### config.mk
export PLATFORM = sky130hd
export DESIGN_NAME = axi_wr_arbiter
export DESIGN_NICKNAME = d
export VERILOG_FILES = /design/src/rtl/axi_wr_arbiter.sv
export SDC_FILE = /design/constraint.sdc
export NUM_CORES = 1
export LEC_CHECK = 0
export ABC_AREA = 1
export CAP_MARGIN = 5
export CORE_AREA = 4 4 593 595
export CTS_CLUSTER_SIZE = 16
export DETAILED_ROUTE_END_ITERATION = 12
export DIE_AREA = 0 0 597 599
export GPL_ROUTABILITY_DRIVEN = 0
export PLACE_DENSITY_LB_ADDON = 0.2
export SLEW_MARGIN = 30
export SYNTH_ARGS = -nofsm -noshare
export SYNTH_HDL_FRONTEND = slang
export SYNTH_SLANG_ARGS = --single-unit
### constraint.sdc
create_clock -name axi_aclk -period 5.4 [get_ports axi_aclk]
set_clock_uncertainty 0.2 [all_clocks]
set_input_delay 1.08 -clock axi_aclk [delete_from_list [all_inputs] [get_ports axi_aclk]]
set_output_delay 1.08 -clock axi_aclk [all_outputs]
set_load 0.03 [all_outputs]
### src/rtl/axi_wr_arbiter.sv
// axi_wr_arbiter: round-robin share of one AXI write master port (AW/W/B) among NUM write engines
// Ports: axi_aclk clock, axi_rst async active-high reset;
//   s_awvalid/s_awaddr/s_awlen/s_awready  per-engine burst request and one-hot accept pulse
//   s_wdata/s_wvalid/s_wlast/s_wready     per-engine write data, wready gated to the data owner
//   s_bvalid/s_bresp                      response routed to the engine at the head of the grant FIFO
//   axi_aw*/axi_w*/axi_b*                 shared master side toward the memory controller
//   err_orphan_b                          sticky diagnostic: B response seen with nothing outstanding
module axi_wr_arbiter #(
  parameter int NUM            = 4,
  parameter int ASIZE          = 29,
  parameter int BURST_LEN_SIZE = 9,
  parameter int AXI_DSIZE      = 256,
  parameter int IDSIZE         = 4,
  parameter int OUTSTANDING    = 4
) (
  input  logic                          axi_aclk,
  input  logic                          axi_rst,
  input  logic [NUM-1:0]                s_awvalid,
  input  logic [NUM*ASIZE-1:0]          s_awaddr,
  input  logic [NUM*BURST_LEN_SIZE-1:0] s_awlen,
  output logic [NUM-1:0]                s_awready,
  input  logic [NUM*AXI_DSIZE-1:0]      s_wdata,
  input  logic [NUM-1:0]                s_wvalid,
  input  logic [NUM-1:0]                s_wlast,
  output logic [NUM-1:0]                s_wready,
  output logic [NUM-1:0]                s_bvalid,
  output logic [1:0]                    s_bresp,
  output logic [IDSIZE-1:0]             axi_awid,
  output logic [ASIZE-1:0]              axi_awaddr,
  output logic [BURST_LEN_SIZE-1:0]     axi_awlen,
  output logic                          axi_awvalid,
  input  logic                          axi_awready,
  output logic [AXI_DSIZE-1:0]          axi_wdata,
  output logic                          axi_wvalid,
  output logic                          axi_wlast,
  input  logic                          axi_wready,
  input  logic                          axi_bvalid,
  input  logic [1:0]                    axi_bresp,
  output logic                          axi_bready,
  output logic                          err_orphan_b
);
  localparam int IW = $clog2(NUM);
  localparam int PW = $clog2(OUTSTANDING);
  localparam logic [IW:0] N = (IW+1)'(NUM);
  typedef enum logic [1:0] {IDLE, ADDR, DATA} state_t;
  state_t state, state_nx;
  logic [IW-1:0] rr_ptr, idx, pick;
  logic [IW:0] sum;
  logic found, grant, aw_hs, push, pop, empty, full;
  logic [IW-1:0] fifo [OUTSTANDING];
  logic [PW-1:0] wr_ptr, rd_ptr;
  logic [PW:0] count;
  // scanning from the farthest offset down lets the nearest requester at or after rr_ptr win
  always_comb begin
    pick = '0;
    found = 1'b0;
    sum = '0;
    for (int k = NUM - 1; k >= 0; k--) begin
      sum = {1'b0, rr_ptr} + (IW+1)'(k);
      sum = sum >= N ? sum - N : sum;
      if (s_awvalid[sum[IW-1:0]]) begin
        pick = sum[IW-1:0];
        found = 1'b1;
      end
    end
  end
  always_comb begin
    state_nx = state;
    grant = !axi_rst && state == IDLE && found && !full;
    aw_hs = state == ADDR && axi_awready;
    axi_wvalid = state == DATA && s_wvalid[idx];
    axi_wlast = state == DATA && s_wlast[idx];
    axi_wdata = state == DATA ? s_wdata[int'(idx)*AXI_DSIZE +: AXI_DSIZE] : '0;
    s_wready = state == DATA && axi_wready ? NUM'(1'b1) << idx : '0;
    s_awready = grant ? NUM'(1'b1) << pick : '0;
    case (state)
      IDLE:    if (grant) state_nx = ADDR;
      ADDR:    if (aw_hs) state_nx = DATA;
      DATA:    if (axi_wvalid && axi_wready && axi_wlast) state_nx = IDLE;
      default: state_nx = IDLE;
    endcase
  end
  assign empty = count == '0;
  assign full = count == (PW+1)'(OUTSTANDING);
  assign push = aw_hs;
  assign pop = axi_bvalid && !empty;
  assign axi_bready = !empty;
  assign s_bvalid = pop ? NUM'(1'b1) << fifo[rd_ptr] : '0;
  assign s_bresp = empty ? 2'b00 : axi_bresp;
  assign axi_awid = IDSIZE'(idx);
  always_ff @(posedge axi_aclk or posedge axi_rst)
    if (axi_rst) begin
      state <= IDLE;
      rr_ptr <= '0;
      idx <= '0;
      axi_awaddr <= '0;
      axi_awlen <= '0;
      axi_awvalid <= 1'b0;
      wr_ptr <= '0;
      rd_ptr <= '0;
      count <= '0;
      err_orphan_b <= 1'b0;
    end else begin
      state <= state_nx;
      axi_awvalid <= state_nx == ADDR;
      if (grant) begin
        idx <= pick;
        rr_ptr <= pick == IW'(NUM - 1) ? '0 : pick + 1'b1;
        axi_awaddr <= s_awaddr[int'(pick)*ASIZE +: ASIZE];
        axi_awlen <= s_awlen[int'(pick)*BURST_LEN_SIZE +: BURST_LEN_SIZE];
      end
      if (push) wr_ptr <= wr_ptr + 1'b1;
      if (pop) rd_ptr <= rd_ptr + 1'b1;
      count <= count + (PW+1)'(push) - (PW+1)'(pop);
      if (axi_bvalid && empty) err_orphan_b <= 1'b1;
    end
  // grant-order storage needs no reset: entries are only read between push and pop
  always_ff @(posedge axi_aclk)
    if (push) fifo[wr_ptr] <= idx;
endmodule
==> impl_metrics.yaml <==
sta:
  post-route-period-util: 0.903
  clock.fmax_mhz: 205
  rsz0062_at_grt: "no"
  setup_violations: 0
  slew_viol_final: 0
  tightest_slew_ps: 1050
  hold_viol_final: 0
  fin_setup_tns_ps: 0
  maxSlewHeadroom: 0.297
  min_period_ps: 4880
critical_path:
  path_max_fanout: 20
  arrival_ps: 3600
  ff2ff_path_depth: 10
  reg2reg_to: "axi_awaddr[13]"
  start_kind: "primary input"
  r2r_slack_ps: 1910
  r2r-start: "rr_ptr[0]"
  worstSetupPathType: "in -> out"
  critical_path_required_ps: 4120
  cp-end-kind: "output pin"
  endpoint: "s_awready[1]"
  startpoint: "s_awvalid[1]"
route:
  detail-route-antenna-nets: 0
  avgRoutedWirePerCell_um: 36.1
  drt-vias-per-instance: 2.80
  firstDrtPassIters: 5
  vias: 21441
  drc: 0
  initialDrtViolationCount: 1806
  wirelength_mm: 277
synth:
  ys_seq_area_frac: 0.156
  synth_top_area_frac: 0.383
  synth.avg_cell_area_um2: 6.45
  syn_inst: 1561
  yosys.area.top_type: "a22oi_1"
  synth_edf_count: 8
  synth-seq-cells: 61
  synth_common_cells: "a22oi_1 (513), a21oi_1 (259), nand2_1 (196)"
  synth.most_common_cell: "a22oi_1"
  ys_async_sr_fraction: 0.869
  syn_area_um2: 10100
  synth_area_leaders: "a22oi_1 (38%), dfrtp_1 (13%), a21oi_1 (13%)"
  synth_cell_types: 39
  yosys_warnings: 0
  ys.flop_type: "dfrtp_1"
pwr:
  p_leak_nw: 10.7
  finalPower_mw: 15.5
  power_density_nw_per_um2: 470
  peakVddDrop_mv: 0.277
floorplanning:
  ios: 1512
  die_area_um2: 358000
  fp.dieH_um: 599
  start_util: 0.0291
  core_um2: 346000
  rows: 216
  die_w_um: 597
placed_design:
  place_area_um2: 32500
  numPortBuffers: 1509
  dp_hpwl_mm: 256
grt:
  grt_max_degree: 101
  grt_pass1_vias: 21098
  grt_use_total: 0.147
  antenna_found_initial: 299
  globalRoute.totalOverflow: 0
  grt_pass1_wl_mm: 322
cells_and_area:
  final_area_um2: 33000
  layout-drive-gt1-share: 0.124
  area_growth_syn_to_layout_pct: 228
  nNetsFinal: 4229
clock_tree:
  cts-root-buf: "clkbuf_16"
  clk_path_buf_depth: 2
  post_cts_buffers: 0
  clock_latency_ps: 370
  cts_buffers: 9
  htreeDepth: 3
  cts_tree: "built"
  cts_num_sinks: 61
  cts.repair.resized: 0
  hold_buffers: 0
  cts.clk_slew.worst_paths_ps: 70
worst_hold_path:
  min_path_cells: 1
  hold_class: "reg -> reg"
status:
  outcome: "finished clean"
run:
  maxCapViolCount: 0
layout by cell type (no fill, tap or decap), drive strengths merged, types with 2 or more instances in the layout:
master / netlist / final
or2: 20 / 20
nor3: 4 / 4
ha: 10 / 10
buf: 91 / 321
diode: 0 / 63
clkdlybuf4s50: 0 / 1311
clkbuf: 91 / 9
inv: 63 / 65
a22oi: 513 / 513
edfxtp: 8 / 8
a21oi: 259 / 259
clkinv: 2 / 7
xor2: 3 / 3
nand3: 144 / 144
conb: 1 / 2
a31oi: 2 / 2
nand2: 199 / 199
o31ai: 2 / 2
xnor2: 2 / 2
dfrtp: 53 / 53
o21ai: 5 / 5
nor2: 83 / 83
critical path, cell delays in order:
cell             delay, ps
clkdlybuf4s50_1        540
inv_1                   60
nand2_1                100
nand3_1                140
nand2_1                110
inv_1                   60
nand2_1                 90
nand2_1                 60
nand2_1                240
buf_4                  380
ha_1                   210
inv_1                   40
nor2_1                 270
buf_12                 190
where the power goes:
group	switching [mW]	internal, mW	leakage [nW]	total, mW
logic	9.27	4.76	9.91	14.0
registers	0.182	0.689	0.695	0.870
clock network	0.285	0.313	0.140	0.598
total	9.74	5.76	10.7	15.5
metrics by stage:
| stage | hold slack (ps) | util | std cells | setup WS, ps |
|---|---|---|---|---|
| floorplan | 255 | - | 1562 | 753 |
| global placement | 243 | 0.0938 | 7580 | 283 |
| detailed placement | 248 | 0.0940 | 7588 | 374 |
| CTS | 259 | 0.0948 | 7604 | 329 |
| global route | 289 | 0.0951 | 7633 | 306 |
| finish | 254 | 0.0953 | 7669 | 525 |
worst min path at each step:
stage                 start           end  slack [ps]
6_report       err_orphan_b  err_orphan_b         250
5_1_grt        err_orphan_b  err_orphan_b         290
4_1_cts        err_orphan_b  err_orphan_b         260
3_5_place_dp   err_orphan_b  err_orphan_b         250
3_3_place_gp   err_orphan_b  err_orphan_b         240
2_1_floorplan      state[1]   axi_awvalid         250
final cells by class:
| class | instances | area [um^2] |
|---|---|---|
| multi-input combinational | 1254 | 7420 |
| timing repair buffer | 1632 | 17600 |
| sequential | 61 | 1570 |
| fill | 40311 | 313000 |
| clock buffer | 9 | 225 |
| tap | 4578 | 5730 |
| clock inverter | 7 | 50.0 |
| antenna | 63 | 158 |
| inverter | 65 | 263 |
routing by layer:
layer  GRT usage  routed length (um)  vias to the layer above
met4      0.0230                5890                      242
li1            -                   -                     8947
met2       0.238              125000                     1501
met1       0.171              109000                    10242
met3      0.0811               35300                      509
met5     0.00668                1580                        -
flip-flops by register name, summed over array words and instances (netlist names):
| signal | flops |
|---|---|
| axi_awaddr | 29 |
| state | 2 |
| wr_ptr | 2 |
| err_orphan_b | 1 |
| rd_ptr | 2 |
| idx | 2 |
| axi_awlen | 9 |
| axi_awvalid | 1 |
| count | 3 |
| rr_ptr | 2 |
| fifo | 8 |
cells by family after synthesis:
kind of cell	count (synthesis)	share of synthesized area
AOI/OAI and AO/OA	786	0.521
xor gates and xnor gates	5	0.00435
DFF	61	0.156
and+or+nand+nor	450	0.194
other	1	0.000373
buffers and inverters	247	0.111
adders and majority gates	11	0.0144
(Power assumes the default switching activity.)
